[config.mk]
export PLATFORM = sky130hd
export DESIGN_NAME = fetch_unit
export DESIGN_NICKNAME = d
export VERILOG_FILES = /design/src/rtl/fetch_pkg.sv /design/src/rtl/next_pc_sel.sv /design/src/rtl/fetch_unit.sv
export SDC_FILE = /design/constraint.sdc
export NUM_CORES = 1
export LEC_CHECK = 0
export ABC_CLOCK_PERIOD_IN_PS = 3390
export CAP_MARGIN = 0
export CORE_MARGIN = 1
export CORE_UTILIZATION = 51
export CTS_CLUSTER_DIAMETER = 120
export DETAILED_ROUTE_END_ITERATION = 8
export PLACE_DENSITY = 0.87
export SLEW_MARGIN = 20
export SYNTH_ARGS = -nofsm -noshare
export SYNTH_HDL_FRONTEND = slang
export SYNTH_SLANG_ARGS = --single-unit
[constraint.sdc]
create_clock -name clk -period 3.39 [get_ports clk]
set_clock_uncertainty 0.15 [all_clocks]
set_input_delay 0.339 -clock clk [delete_from_list [all_inputs] [get_ports clk]]
set_output_delay 0.339 -clock clk [all_outputs]
set_load 0.02 [all_outputs]
[src/rtl/fetch_pkg.sv]
// Shared types and default vectors for the instruction fetch stage.
package fetch_pkg;

  typedef enum logic [1:0] {
    BOOT = 2'd0,
    RUN  = 2'd1,
    HALT = 2'd2
  } fetch_state_e;

  localparam logic [31:0] DEF_RESET_VECTOR = 32'h0000_0000;
  localparam logic [31:0] DEF_EXC_VECTOR   = 32'h0000_0080;

endpackage

[src/rtl/next_pc_sel.sv]
// Combinational next-PC selection: exception > branch > jump > hold > sequential.
module next_pc_sel
  import fetch_pkg::*;
#(
  parameter int unsigned PC_WIDTH   = 32,
  parameter int unsigned IMM_WIDTH  = 16,
  parameter logic [31:0] EXC_VECTOR = DEF_EXC_VECTOR
) (
  input  logic [PC_WIDTH-1:0]  i_pc,
  input  logic [PC_WIDTH-1:0]  i_pc_plus4,
  input  logic                 i_hold,
  input  logic                 i_exc_req,
  input  logic                 i_br_taken,
  input  logic [PC_WIDTH-1:0]  i_br_base,
  input  logic [IMM_WIDTH-1:0] i_br_imm,
  input  logic                 i_jmp,
  input  logic [PC_WIDTH-1:0]  i_jmp_target,
  output logic [PC_WIDTH-1:0]  o_next_pc,
  output logic                 o_redirect
);

  // Offset is extended to whichever is wider so narrow PCs still see the correct low bits.
  localparam int unsigned EXT_W = (PC_WIDTH > IMM_WIDTH + 2) ? PC_WIDTH : IMM_WIDTH + 2;

  logic signed [IMM_WIDTH+1:0] w_off;
  logic signed [EXT_W-1:0]     w_off_ext;
  logic [PC_WIDTH-1:0]         w_br_target;
  logic [PC_WIDTH-1:0]         w_jmp_target;

  assign w_off        = {i_br_imm, 2'b00};
  assign w_off_ext    = EXT_W'(w_off);
  assign w_br_target  = i_br_base + w_off_ext[PC_WIDTH-1:0];
  assign w_jmp_target = {i_jmp_target[PC_WIDTH-1:2], 2'b00};
  assign o_redirect   = i_exc_req | i_br_taken | i_jmp;

  always_comb begin
    o_next_pc = i_pc_plus4;
    if (i_exc_req)       o_next_pc = EXC_VECTOR[PC_WIDTH-1:0];
    else if (i_br_taken) o_next_pc = w_br_target;
    else if (i_jmp)      o_next_pc = w_jmp_target;
    else if (i_hold)     o_next_pc = i_pc;
  end

endmodule

[src/rtl/fetch_unit.sv]
// Instruction fetch stage: PC register, BOOT/RUN/HALT control and the IF/ID pipeline register.
module fetch_unit
  import fetch_pkg::*;
#(
  parameter int unsigned PC_WIDTH     = 32,
  parameter int unsigned IMM_WIDTH    = 16,
  parameter logic [31:0] RESET_VECTOR = DEF_RESET_VECTOR,
  parameter logic [31:0] EXC_VECTOR   = DEF_EXC_VECTOR
) (
  input  logic                 clk,
  input  logic                 rst_n,
  input  logic                 stall,
  input  logic                 br_taken,
  input  logic [PC_WIDTH-1:0]  br_base,
  input  logic [IMM_WIDTH-1:0] br_imm,
  input  logic                 jmp,
  input  logic [PC_WIDTH-1:0]  jmp_target,
  input  logic                 exc_req,
  input  logic                 halt_req,
  output logic [PC_WIDTH-1:0]  imem_addr,
  input  logic [31:0]          imem_rdata,
  output logic [31:0]          if_id_instr,
  output logic [PC_WIDTH-1:0]  if_id_pcplus4,
  output logic                 if_id_valid,
  output logic                 halted
);

  fetch_state_e        r_state;
  fetch_state_e        w_state_nxt;
  logic [PC_WIDTH-1:0] r_pc;
  logic [PC_WIDTH-1:0] w_pc_plus4;
  logic [PC_WIDTH-1:0] w_next_pc;
  logic [31:0]         r_instr;
  logic [PC_WIDTH-1:0] r_pcplus4;
  logic                r_valid;
  logic                w_redirect;
  logic                w_hold;
  logic                w_capture;

  assign w_pc_plus4 = r_pc + PC_WIDTH'(4);
  // BOOT holds the PC so the reset-vector instruction is fetched on the first RUN cycle.
  assign w_hold     = stall | (r_state != RUN);
  assign w_capture  = (r_state == RUN) & ~halt_req;

  next_pc_sel #(
    .PC_WIDTH  (PC_WIDTH),
    .IMM_WIDTH (IMM_WIDTH),
    .EXC_VECTOR(EXC_VECTOR)
  ) u_next_pc_sel (
    .i_pc        (r_pc),
    .i_pc_plus4  (w_pc_plus4),
    .i_hold      (w_hold),
    .i_exc_req   (exc_req),
    .i_br_taken  (br_taken),
    .i_br_base   (br_base),
    .i_br_imm    (br_imm),
    .i_jmp       (jmp),
    .i_jmp_target(jmp_target),
    .o_next_pc   (w_next_pc),
    .o_redirect  (w_redirect)
  );

  // A stalled halt request is deferred so the held IF/ID contents stay intact.
  always_comb begin
    w_state_nxt = r_state;
    case (r_state)
      BOOT:    w_state_nxt = RUN;
      RUN:     if (!w_redirect && !stall && halt_req) w_state_nxt = HALT;
      HALT:    if (w_redirect) w_state_nxt = RUN;
      default: w_state_nxt = BOOT;
    endcase
  end

  always_ff @(posedge clk or negedge rst_n) begin
    if (!rst_n) begin
      r_state   <= BOOT;
      r_pc      <= RESET_VECTOR[PC_WIDTH-1:0];
      r_instr   <= '0;
      r_pcplus4 <= '0;
      r_valid   <= 1'b0;
    end else begin
      r_state <= w_state_nxt;
      r_pc    <= w_next_pc;
      if (w_redirect) begin
        r_valid <= 1'b0;
      end else if (!stall) begin
        if (w_capture) begin
          r_instr   <= imem_rdata;
          r_pcplus4 <= w_pc_plus4;
          r_valid   <= 1'b1;
        end else begin
          r_valid <= 1'b0;
        end
      end
    end
  end

  assign imem_addr     = r_pc;
  assign if_id_instr   = r_instr;
  assign if_id_pcplus4 = r_pcplus4;
  assign if_id_valid   = r_valid;
  assign halted        = (r_state == HALT);

endmodule
[Yosys cells after proc, flatten, opt, wreduce, memory -nomap -nowiden]
Cells that the tools add are included.
Word-level totals
  memories kept: 0
  bits in writable memories: 0
  register bits: 99
  bits in read-only memories: 0
  output and inout bits: 98
  bits in latches: 0
  input bits: 119
  logic and storage cells: 38
Operators by class
  div/mod/pow operators: 0
  shift-type cells: 0
  equality and inequality tests: 7
  order comparisons: 0
  $mul: 0
  reduce and logical (&&, ||, !) cells: 7
  add/subtract/negate cells: 2
  mux-type cells: 10
  bitwise gates (word level): 7
Operators by type and width (count)
  32-bit two-way mux: 4
  32-bit by 3-bit adder with 32-bit output (second input constant): 1
  32-bit adder: 1
  2-bit by 1-bit != test with 1-bit output (second input constant): 4
  2-bit case mux with 3 select lines: 1
  2-bit two-way mux: 2
  4-bit != test (second input constant): 1
  1-bit two-way mux: 3
  1-bit inverter: 3
  1-bit OR: 3
  3-bit AND reduction: 1
  2-bit by 1-bit equality test with 1-bit output (second input constant): 1
  2-bit equality test (second input constant): 1
  1-bit logical AND: 2
  1-bit logical NOT: 2
  2-bit logical NOT: 1
  2-bit AND reduction: 1
  1-bit AND: 1

[Longest topological paths before layout]
  depth after elaboration: 7
  mapped depth: 10

[Modules after synthesis]
From an unflattened synthesis, not the netlist that was laid out.
Unflattened totals
  cell total of the unflattened synthesis: 795
  area total of the unflattened synthesis: 6633.9 um2
Modules (own cells, without submodules)
  fetch_unit: cells an instance 400, area an instance 4047.6 um2, seq. area each 2477.4 um2, times used 1
  next_pc_sel: cells an instance 395, area an instance 2586.2 um2, seq. area each 0.0 um2, times used 1

[Worst setup path after synthesis]
Ideal clock, no wire load.
  kind: input port to flip-flop
  start: input port br_base[2]
  end: register r_pc[18], in the netlist imem_addr[18]
  slack: 0.893 ns
  arrival: 2.223 ns
  data required time: 3.116 ns
  stages on the path: 10
  path buffers: 0
  cells stage by stage: ha_1 -> inv_1 -> fa_1 -> nor2b_1 -> o211ai_1 -> a2111oi_2 -> nor2_1 -> mux2i_1 -> a21oi_1 -> a211o_1
Between the ends
  longest elaborated chain between the ends: 3
Ends and longest elaborated chain
  start: declaration: line fetch_unit.sv:14  | input logic [PC_WIDTH-1:0] br_base,
  32-bit adder: line next_pc_sel.sv:32  | assign w_br_target = i_br_base + w_off_ext[PC_WIDTH-1:0];
  32-bit two-way mux: line next_pc_sel.sv:39  | else if (i_br_taken) o_next_pc = w_br_target;
  32-bit two-way mux: line next_pc_sel.sv:38  | if (i_exc_req) o_next_pc = EXC_VECTOR[PC_WIDTH-1:0];
  end signal: assignment: line fetch_unit.sv:77  | r_pc <= RESET_VECTOR[PC_WIDTH-1:0];
  end signal: assignment: line fetch_unit.sv:83  | r_pc <= w_next_pc;
  end: declaration: line fetch_unit.sv:30  | logic [PC_WIDTH-1:0] r_pc;
Every way passes these cells.
A chain may end at the register's enable or synchronous reset.

[Worst setup path after layout]
Same ends and word-level chain as after synthesis.

==> impl_metrics.xml <==
<?xml version="1.0" encoding="UTF-8"?>
<metrics>
  <group name="finish">
    <metric name="area_delta_synth_final" unit="%">38.5</metric>
    <metric name="fin_cells" unit="">1122</metric>
    <metric name="nets" unit="">1095</metric>
    <metric name="drive_above_1_share" unit="">0.105</metric>
    <metric name="antenna_cells" unit="">0</metric>
    <metric name="layout_commonest_cell" unit="">sky130_fd_sc_hd__clkdlybuf4s50_1</metric>
    <metric name="final_cell_mix" unit="">213 x sky130_fd_sc_hd__clkdlybuf4s50_1, 99 x sky130_fd_sc_hd__dfrtp_1, 87 x sky130_fd_sc_hd__a21oi_1, 80 x sky130_fd_sc_hd__nor2_1, 67 x sky130_fd_sc_hd__nand2_1</metric>
  </group>
  <group name="logic_synthesis">
    <metric name="syn-cell-area" unit="sq mm">0.00673</metric>
    <metric name="yosys_register_bits" unit="">99</metric>
    <metric name="postSynthNetCount" unit="">898</metric>
    <metric name="postSynthAreaPerCell" unit="sq um">9.00</metric>
    <metric name="synth.yosys.seq_area_share" unit="">0.368</metric>
    <metric name="netlist_instances" unit="">748</metric>
    <metric name="synth-edff-count" unit="">0</metric>
    <metric name="synth.largest_area_cell" unit="">sky130_fd_sc_hd__dfrtp_1</metric>
    <metric name="yosys_most_used_dff" unit="">sky130_fd_sc_hd__dfrtp_1</metric>
    <metric name="synth_cell_types" unit="">82</metric>
    <metric name="async_flop_share" unit="">1.00</metric>
    <metric name="synth_largest_type_area_fraction" unit="">0.368</metric>
    <metric name="post_synth_main_area_contributors" unit="">sky130_fd_sc_hd__dfrtp_1 37%, sky130_fd_sc_hd__a21oi_1 6.5%, sky130_fd_sc_hd__mux2_2 6.4%, sky130_fd_sc_hd__ha_1 5.6%, sky130_fd_sc_hd__nor2_1 4.5%</metric>
    <metric name="synthesis.yosys.warnings" unit="">0</metric>
  </group>
  <group name="setup_path">
    <metric name="critPathCaptureType" unit="">flop</metric>
    <metric name="timing.rr.end" unit="">imem_addr[26]</metric>
    <metric name="reg2reg_from" unit="">imem_addr[2]</metric>
    <metric name="ff2ff_path_depth" unit="">8</metric>
    <metric name="r2r_setup_slack" unit="ns">0.79</metric>
    <metric name="critical_setup_path_kind" unit="">in -&gt; reg</metric>
    <metric name="timing.critical_path.fanout_max" unit="">4</metric>
    <metric name="worst_ep_arrival_time" unit="ns">3.03</metric>
    <metric name="cp_required" unit="ns">3.47</metric>
    <metric name="cp-start-kind" unit="">input pin</metric>
  </group>
  <group name="floorplanning">
    <metric name="floorplan_die_width" unit="microns">117</metric>
    <metric name="row_count" unit="">41</metric>
    <metric name="num_io_pins" unit="">217</metric>
    <metric name="die_height" unit="microns">117</metric>
    <metric name="initial_core_utilization" unit="">0.529</metric>
    <metric name="die_footprint" unit="sq mm">0.0137</metric>
    <metric name="core-area" unit="sq mm">0.0127</metric>
  </group>
  <group name="clock_network">
    <metric name="cts.sinks" unit="">99</metric>
    <metric name="cts.htree.levels" unit="">3</metric>
    <metric name="post_cts_resize_count" unit="">0</metric>
    <metric name="cts_made_buffers" unit="">9</metric>
    <metric name="clock_tree.root_cell" unit="">sky130_fd_sc_hd__clkbuf_16</metric>
    <metric name="post-cts-setup-buffer-count" unit="">0</metric>
    <metric name="clk_latency" unit="ns">0.35</metric>
    <metric name="tritoncts" unit="">built</metric>
    <metric name="cts-root-to-sink-buffers" unit="">2</metric>
    <metric name="clkSlewWorstSetupHoldPaths" unit="ns">0.07</metric>
  </group>
  <group name="placed_design">
    <metric name="place.detailed.instances" unit="">1105</metric>
    <metric name="place_ws" unit="ns">0.107</metric>
    <metric name="dp.final_hpwl" unit="mm">15.2</metric>
    <metric name="io_buffers" unit="">214</metric>
    <metric name="gpl.final_weighted_congestion" unit="">0.927</metric>
  </group>
  <group name="timing">
    <metric name="grt_setup_unrepaired" unit="">no</metric>
    <metric name="finalMaxSlewViolations" unit="">0</metric>
    <metric name="fin_ws" unit="ns">0.439</metric>
    <metric name="final.setup.tns" unit="ns">0</metric>
    <metric name="finalCritPeriodShare" unit="">0.871</metric>
    <metric name="achievable-frequency" unit="MHz">339</metric>
    <metric name="number_of_hold_violations_in_the_final_report" unit="">0</metric>
    <metric name="finalCriticalPeriod" unit="ns">2.95</metric>
    <metric name="fin_hold_ws" unit="ns">0.355</metric>
    <metric name="worst_slew_pin_slew" unit="ns">0.784</metric>
    <metric name="slew_headroom" unit="">0.473</metric>
    <metric name="timing.final.setup_violations" unit="">0</metric>
  </group>
  <group name="grt">
    <metric name="grt-ovfl-total" unit="">0</metric>
    <metric name="global_route_wire_length_before_repair" unit="mm">30.4</metric>
    <metric name="pin_count_of_the_biggest_net_entering_global_routing" unit="">92</metric>
    <metric name="initial_antenna_violation_count" unit="">0</metric>
    <metric name="gr-usage-all-layers" unit="">0.290</metric>
    <metric name="grt_pass1_vias" unit="">6087</metric>
  </group>
  <group name="status">
    <metric name="status" unit="">finished, final reports clean</metric>
  </group>
  <group name="drt">
    <metric name="via_count_normalized_by_instance_count" unit="">5.80</metric>
    <metric name="drt_pass1_iterations" unit="">5</metric>
    <metric name="wl_per_cell" unit="microns">17.5</metric>
    <metric name="drc" unit="">0</metric>
    <metric name="drc_violation_total_after_the_first_tritonroute_iteration" unit="">560</metric>
    <metric name="detailroute.via_count" unit="">6511</metric>
    <metric name="finalWirelength" unit="mm">19.7</metric>
    <metric name="antenna_left" unit="">0</metric>
  </group>
  <group name="worst_hold_path">
    <metric name="worstHoldPathCells" unit="">1</metric>
    <metric name="hold_path.class" unit="">reg -&gt; reg</metric>
    <metric name="worst_hold_startpoint" unit="">if_id_instr[25]</metric>
    <metric name="worst_hold_path.endpoint" unit="">if_id_instr[25]</metric>
  </group>
  <group name="pwr">
    <metric name="power_leakage" unit="nW">3.89</metric>
    <metric name="worst_ir_drop_vdd" unit="V">0.000250</metric>
    <metric name="post_layout_power" unit="W">0.00445</metric>
    <metric name="power-per-cell-area" unit="mW/mm^2">477</metric>
  </group>
  <group name="job">
    <metric name="max-cap-violations" unit="">0</metric>
  </group>
</metrics>
-- final cells by class --
class,count,area (sq um)
Multi-Input combinational cell,597,4010
Fill cell,1018,3400
Sequential cell,99,2480
Timing Repair Buffer,228,2260
Clock buffer,9,225
Tap cell,172,215
Clock inverter,7,96.3
Inverter,10,37.5
-- stage by stage --
step | util | cell area [sq um]
after CTS | 0.732 | 9310
final | 0.733 | 9320
after global routing | 0.733 | 9320
after floorplan | - | 6730
after detailed placement | 0.707 | 8990
after global placement | 0.707 | 8990
-- synth_stat cells (4+ instances only) --
cell type and number:
sky130_fd_sc_hd__and3_1 8, sky130_fd_sc_hd__o211ai_1 7, sky130_fd_sc_hd__and2_1 6, sky130_fd_sc_hd__o211a_1 4
sky130_fd_sc_hd__mux2_2 38, sky130_fd_sc_hd__dfrtp_1 99, sky130_fd_sc_hd__a21boi_0 4, sky130_fd_sc_hd__a211oi_1 4
sky130_fd_sc_hd__nor2_1 80, sky130_fd_sc_hd__a22oi_1 12, sky130_fd_sc_hd__inv_1 10, sky130_fd_sc_hd__or2_2 4
sky130_fd_sc_hd__nand2b_1 7, sky130_fd_sc_hd__o21a_1 7, sky130_fd_sc_hd__clkbuf_1 19, sky130_fd_sc_hd__nand2_1 67
sky130_fd_sc_hd__o31ai_1 5, sky130_fd_sc_hd__buf_4 7, sky130_fd_sc_hd__nor4_1 4, sky130_fd_sc_hd__ha_1 30
sky130_fd_sc_hd__nand4_1 10, sky130_fd_sc_hd__xor2_1 23, sky130_fd_sc_hd__buf_2 12, sky130_fd_sc_hd__nand3_1 18
sky130_fd_sc_hd__o21ai_0 43, sky130_fd_sc_hd__nor3_1 11, sky130_fd_sc_hd__a21oi_1 87, sky130_fd_sc_hd__mux2i_1 7
sky130_fd_sc_hd__xnor2_1 26, sky130_fd_sc_hd__a21o_1 10
-- power by group --
part	switching, W	internal [W]
clock	0.000461	0.000652
combinational	0.000875	0.000856
sequential	0.000191	0.00141
-- how the worst max path moves through the flow --
stage	to	from	depth (start not counted)	slack (ns)
floorplan	imem_addr[18]	br_base[2]	10	0.89
global placement	imem_addr[18]	br_base[2]	11	0.19
detailed placement	imem_addr[18]	br_base[2]	11	0.11
CTS	imem_addr[18]	br_base[2]	11	0.44
global route	imem_addr[18]	br_base[2]	11	0.32
finish	imem_addr[18]	br_base[2]	11	0.44
-- routing by layer --
| layer | track usage | vias up | share of wire |
|---|---|---|---|
| met5 | 0 | - | 0 |
| met4 | 0.116 | 0 | 0.027 |
| met3 | 0.0669 | 40 | 0.10 |
| met2 | 0.485 | 354 | 0.47 |
| met1 | 0.364 | 2996 | 0.40 |
| li1 | - | 3121 | - |
-- sequential cells by signal, summed over array words and instances (netlist names) --
name and flops:
if_id_instr 32, imem_addr 32, if_id_pcplus4 32, if_id_valid 1
r_state 2
-- worst max-delay path, cell delays in order --
cell and delay (ns):
sky130_fd_sc_hd__clkdlybuf4s50_1 0.47, sky130_fd_sc_hd__ha_1 0.17, sky130_fd_sc_hd__inv_1 0.05, sky130_fd_sc_hd__fa_1 0.40, sky130_fd_sc_hd__nor2b_1 0.18, sky130_fd_sc_hd__o211ai_1 0.19
sky130_fd_sc_hd__a2111oi_2 0.48, sky130_fd_sc_hd__nor2_1 0.12, sky130_fd_sc_hd__mux2i_1 0.24, sky130_fd_sc_hd__a21oi_1 0.10, sky130_fd_sc_hd__a211o_1 0.28
-- cell families (layout without fill, tap and decap cells) --
kind of cell / after synthesis / after routing / synth area share
XOR/XNOR: 49 / 49 / 0.0638
multiplexers: 47 / 47 / 0.0779
flip-flops: 99 / 99 / 0.368
AO/OA/AOI/OAI: 223 / 223 / 0.208
AND/OR/NAND/NOR: 247 / 247 / 0.188
adder cells (fa/ha/maj): 31 / 31 / 0.0587
buffers and inverters: 52 / 254 / 0.0363
-- what timing repair did --
action | 4_1_cts | 5_1_grt
hold buffers | 0 | 1
setup endpoints to repair | 0 | 0
endpoints found under the hold margin | 0 | 84
(Power assumes the default switching activity.)
==> RTL edit 1: new RTL, config.mk and constraints unchanged <==
Make the reset (`rst_n`) synchronous in one clocked block.
--- a/src/rtl/fetch_unit.sv
+++ b/src/rtl/fetch_unit.sv
@@ -73,3 +73,3 @@
 
-  always_ff @(posedge clk or negedge rst_n) begin
+  always_ff @(posedge clk) begin
     if (!rst_n) begin
Behaviour: differs if rst_n is asserted again (counterexample within 4 cycles, from zero or initial values and one cycle with rst_n low); with rst_n held inactive, the same outputs for 4 cycles.
==> RTL edit 1 against the unedited design <==
- synthesized cell count up 5.7%
- sequential cell count unchanged
- synthesized area down 5.9%
- count of clock-buffer cells in the layout up 2
- global-route usage about the same
- wire length down 4.9%
- critical endpoint is now imem_addr[28]
- cell count up 2.8%
- cell area down 4.2%
- worst setup slack better by 61 ps
- largest cell class unchanged
Power is not compared: it rests on default switching activity, and its combinational part moved more than twofold at a synthesized area within 25%.
==> RTL edit 1: results (changes against the unedited design) <==
* Largest net degree at the start of global routing at 71 (-23%)
* Vias/cell at 5.75 (-0.91%)
* Distinct cells, synth at 61 (-26%)
* CP max FO at 3 (-1)
* Dpl cells at 1137 (+2.9%)
* FF-to-FF setup slack at 730 ps (-60 ps)
* Met1 GRT Util at 0.367 (+0.00272)
* Hold path startpoint: if_id_pcplus4[3]
* CTS Buffer Depth at 2 (unchanged)
* Drt pass-1 iters at 6 (+1)
* Hold Path Depth at 2 (+1)
* Final Non-Filler Cells at 1153 (+2.8%)
* Status: completed
* Global placer's final weighted congestion at 0.934 (+0.81%)
* Static leakage at 3.62 nW
* Clk_lat worst skew at 350 ps (about the same)
* Hpwl dp at 14200 um (-6.5%)
* Setup Buffers After CTS at 0 (unchanged)
* Syn Inst Count at 791 (+5.7%)
* # fillers at 952 (-6.5%)
* Worst-case reg-to-reg path depth at 7 (-1)
* Synth Flop Type: dfxtp_1
* Top post-synthesis cells by area: dfxtp_1 (31%), nand2_1 (8.5%), ha_1 (5.9%)
* Worst slew pin tran at 727 ps (-56.6 ps)
* WHS Endpoint: if_id_pcplus4[3]
* Final-stage net count at 1130 (+3.2%)
* Worst EP arrival at 2980 ps (-50 ps)
* Clock transition at the registers of the reported paths at 70 ps (about the same)
* Worst r2r dst: imem_addr[26]
* Synth top cells by count: nand2_1 (144), dfxtp_1 (99), a21oi_1 (51), nor2_1 (45), xnor2_1 (38)
* Met2 usage at 0.485 (about the same)
* CTS Buf Count at 9 (unchanged)
* GR Util met3 at 0.0627 (-0.00424)
* Number of global-route vias before repair at 6002 (-1.4%)
* Worst r2r src: imem_addr[3]
* Post-Syn Nets at 941 (+4.8%)
* Proportion of layout cells with a drive suffix above 1 at 0.0477 (-0.0575)
* First-pass GRT wire length at 29800 um (-2.0%)
* Crit-path max cell delay at 400 ps (-80 ps)
* Worst path slowest cell: clkdlybuf4s50_1
* Total GRT Usage at 0.290 (about the same)
* Mean routed wirelength per cell at 16.2 um (-7.5%)
* Syn. warnings at 0 (unchanged)
* Synth async-reset ratio at 0 (-1.00)
* Htree depth at 3 (unchanged)
* First DRT Iteration DRCs at 845 (+51%)
* Register area share after synthesis at 0.313 (-0.0550)
RTL edit 1: metal layers:
metal | vias to the layer above | part of all wire
li1 | 3246 | -
met1 | 3026 | 0.42
met2 | 317 | 0.47
met3 | 41 | 0.091
met4 | 0 | 0.024
met5 | - | 0
RTL edit 1: final cells by class:
class                   count  area [sq um]  area share
clock inverters             5          85.1     0.00953
inverters                   8          30.0     0.00336
repair buffers            231          2280       0.255
well taps                 168           210      0.0235
clock buffers              11           243      0.0272
multi-input cells         631          4110       0.460
flip-flops and latches     99          1980       0.222
RTL edit 1: worst max-delay path by stage:
stage / from / to / slack (ps) / cells past startpoint
after floorplan: br_base[2] / imem_addr[28] / 660 / 9
after global placement: br_base[2] / imem_addr[28] / 160 / 10
after detailed placement: br_base[2] / imem_addr[28] / 140 / 10
after CTS: br_base[2] / imem_addr[28] / 500 / 10
after global routing: br_imm[0] / imem_addr[28] / 360 / 10
final: br_base[2] / imem_addr[28] / 500 / 10
RTL edit 1: per-stage QoR:
step	util	setup WS [ps]	total power [mW]	hold WS [ps]	instance area, sq um
floorplan	-	655	1.70	305	6330
global placement	0.713	156	2.02	300	8600
finish	0.741	500	3.13	312	8930
detailed placement	0.713	139	2.02	306	8600
CTS	0.740	502	3.14	316	8930
global route	0.741	356	3.26	336	8930
RTL edit 1: kinds of logic (layout without fill, tap and decap cells):
| family | Yosys count | in the layout | share of synthesized area |
|---|---|---|---|
| buffers and inverters | 61 | 255 | 0.0393 |
| multiplexers | 7 | 7 | 0.0111 |
| AO/OA/AOI/OAI | 243 | 243 | 0.278 |
| AND/OR/NAND/NOR | 292 | 292 | 0.216 |
| flip-flops | 99 | 99 | 0.313 |
| XOR/XNOR | 58 | 58 | 0.0803 |
| adder cells (fa/ha/maj) | 31 | 31 | 0.0625 |
RTL edit 1: worst max-delay path: cells and delay by family:
kind | cells | cell delay [ps]
buffers and inverters | 1 | 400
adders and majority gates | 2 | 620
and+or+nand+nor | 3 | 750
AOI/OAI and AO/OA | 4 | 880
RTL edit 1: power by group through the flow:
stage / Combinational (mW) / Sequential, mW / Clock (mW)
detailed placement: 0.754 / 1.27 / 0
finish: 0.767 / 1.25 / 1.12
floorplan: 0.405 / 1.30 / 0
global route: 0.829 / 1.25 / 1.18
global placement: 0.750 / 1.27 / 0
CTS: 0.760 / 1.24 / 1.13
==> RTL edit 2: new RTL, same settings <==
Without the edit above. `IMM_WIDTH` is set to 16 in 2 places; all go to 12.
--- a/src/rtl/next_pc_sel.sv
+++ b/src/rtl/next_pc_sel.sv
@@ -5,3 +5,3 @@
   parameter int unsigned PC_WIDTH   = 32,
-  parameter int unsigned IMM_WIDTH  = 16,
+  parameter int unsigned IMM_WIDTH  = 12,
   parameter logic [31:0] EXC_VECTOR = DEF_EXC_VECTOR
--- a/src/rtl/fetch_unit.sv
+++ b/src/rtl/fetch_unit.sv
@@ -5,3 +5,3 @@
   parameter int unsigned PC_WIDTH     = 32,
-  parameter int unsigned IMM_WIDTH    = 16,
+  parameter int unsigned IMM_WIDTH    = 12,
   parameter logic [31:0] RESET_VECTOR = DEF_RESET_VECTOR,
Interface: changed (resized br_imm); port bits go from 217 to 213. The function was not compared with the original's and may differ.
==> RTL edit 2 against the unedited design <==
- cell count down 0.80%
- synthesized area down 0.99%
- wire length down 0.22%
- power down 1.7%
- die area down 0.96%
- core utilization down 0.23 points
- cell area down 0.71%
- sequential cell count unchanged
- synthesized cell count down 1.3%
- worst setup slack worse by 80 ps
- critical endpoint is now imem_addr[25]
- largest cell class unchanged
==> RTL edit 2: results (changes against the unedited design) <==
* Proportion of layout cells with a drive suffix above 1 at 0.103 (-0.00218)
* Total GRT Usage at 0.293 (+0.00338)
* Clock transition at the registers of the reported paths at 70 ps (about the same)
* Initial antenna violation count at 0 (unchanged)
* Met2 usage at 0.486 (+0.000789)
* Static leakage at 3.84 nW (-1.2%)
* Hpwl dp at 15100 um (-1.1%)
* Number of global-route vias before repair at 6002 (-1.4%)
* Hold Path Depth at 1 (unchanged)
* CTS Root Cell: clkbuf_16
* Htree depth at 3 (unchanged)
* Xor/xnor cell area share of the yosys netlist at 0.0644 (+0.000635)
* First-pass GRT wire length at 30300 um (-0.41%)
* FF-to-FF setup slack at 790 ps (about the same)
* Global placer's final weighted congestion at 0.944 (+1.9%)
* Met1 GRT Util at 0.372 (+0.00818)
* Status: completed
* Worst EP arrival at 3140 ps (+110 ps)
* CTS Buf Count at 9 (unchanged)
* Hold path startpoint: if_id_instr[11]
* Drt pass-1 iters at 5 (unchanged)
* Delay-heaviest family, CP: compound AO/OA/AOI/OAI gates
* Final WL at 19600 um (-0.22%)
* Synth top cells by count: dfrtp_1 (99), a21oi_1 (86), nor2_1 (80), nand2_1 (63), o21ai_0 (44)
* DR vias at 6557 (+0.71%)
* Crit-path max cell delay at 450 ps (-30 ps)
* Final-stage net count at 1082 (-1.2%)
* Hold Path Class: reg -> reg
* Worst-case reg-to-reg path depth at 8 (unchanged)
* CTS Buffer Depth at 2 (unchanged)
* GR Util met3 at 0.0592 (-0.00778)
* Syn. warnings at 0 (unchanged)
* Area post-placement at 8940 sq um (-0.50%)
* Multiplexer share of the synthesized area at 0.0787 (+0.000775)
* N_diodes at 0 (unchanged)
* Peak supply drop at 0.000254 V (+1.4%)
* Top post-synthesis cells by area: dfrtp_1 (37%), mux2_2 (6.6%), a21oi_1 (6.5%)
* Post-Syn Nets at 884 (-1.6%)
* Adder-Cell Fraction of Synth Area at 0.0593 (+0.000585)
* Distinct cells, synth at 76 (-7.3%)
* Setup Buffers After CTS at 0 (unchanged)
* GRT overflow at 0 (unchanged)
* WHS Endpoint: if_id_instr[11]
* Synth Area in Compound Gates at 0.213 (+0.00563)
* Worst r2r src: imem_addr[2]
* Worst r2r dst: imem_addr[24]
* CP max FO at 11 (+7)
* WHS at 355 ps (+0.100 ps)
* Worst slew pin tran at 789 ps (+5.64 ps)
* Synth Flop Type: dfrtp_1
* Register area share after synthesis at 0.372 (+0.00366)
* First DRT Iteration DRCs at 432 (-23%)
* # fillers at 960 (-5.7%)
* Port Buf Inserts at 210 (-1.9%)
* Clk_lat worst skew at 350 ps (about the same)
* Worst path slowest cell: clkdlybuf4s50_1
-- RTL edit 2: routing by layer --
metal,wire (um),up-vias,share of wire
met1,7980,3082,0.41
met4,637,0,0.032
met3,1700,52,0.087
met2,9290,333,0.47
li1,-,3090,-
met5,0,-,0
-- RTL edit 2: worst max path at each step --
stage	from	end	slack (ps)	cells after the start
2_1_floorplan	br_base[2]	imem_addr[18]	890	10
3_3_place_gp	br_imm[11]	imem_addr[25]	190	10
3_5_place_dp	br_imm[11]	imem_addr[25]	180	10
4_1_cts	br_imm[11]	imem_addr[25]	530	10
5_1_grt	br_imm[11]	imem_addr[25]	240	10
6_report	br_imm[11]	imem_addr[25]	360	10
-- RTL edit 2: area by class of cell --
cell class / instances / area, sq um / area share
clock buffers: 11 / 243 / 0.0262
clock inverters: 5 / 61.3 / 0.00662
inverters: 12 / 45.0 / 0.00487
multi-input cells: 589 / 3980 / 0.430
flip-flops and latches: 99 / 2480 / 0.268
well taps: 172 / 215 / 0.0232
repair buffers: 225 / 2240 / 0.242
-- RTL edit 2: cell families (layout without fill, tap and decap cells) --
kind of cell | Yosys count | after routing
buf+inv | 50 | 253
xor+xnor | 49 | 49
flops | 99 | 99
compound gates | 227 | 227
simple gates | 235 | 235
fa+ha+maj | 31 | 31
mux | 47 | 47
-- RTL edit 2: where the power goes --
part | switching [mW] | internal, mW
combinational | 0.874 | 0.852
clock | 0.452 | 0.595
sequential | 0.187 | 1.42
total | 1.51 | 2.86
-- RTL edit 2: repair_timing --
action                                 CTS  global route
hold buffers                             1             0
endpoints found under the hold margin   59             0
resized for setup                        0             0
-- RTL edit 2: stage by stage --
| step | setup WS, ps | util | instances |
|---|---|---|---|
| after CTS | 525 | 0.731 | 1113 |
| after global placement | 190 | 0.706 | 1096 |
| after global routing | 235 | 0.731 | 1113 |
| after floorplan | 893 | - | 738 |
| after detailed placement | 184 | 0.706 | 1096 |
| final | 359 | 0.731 | 1113 |
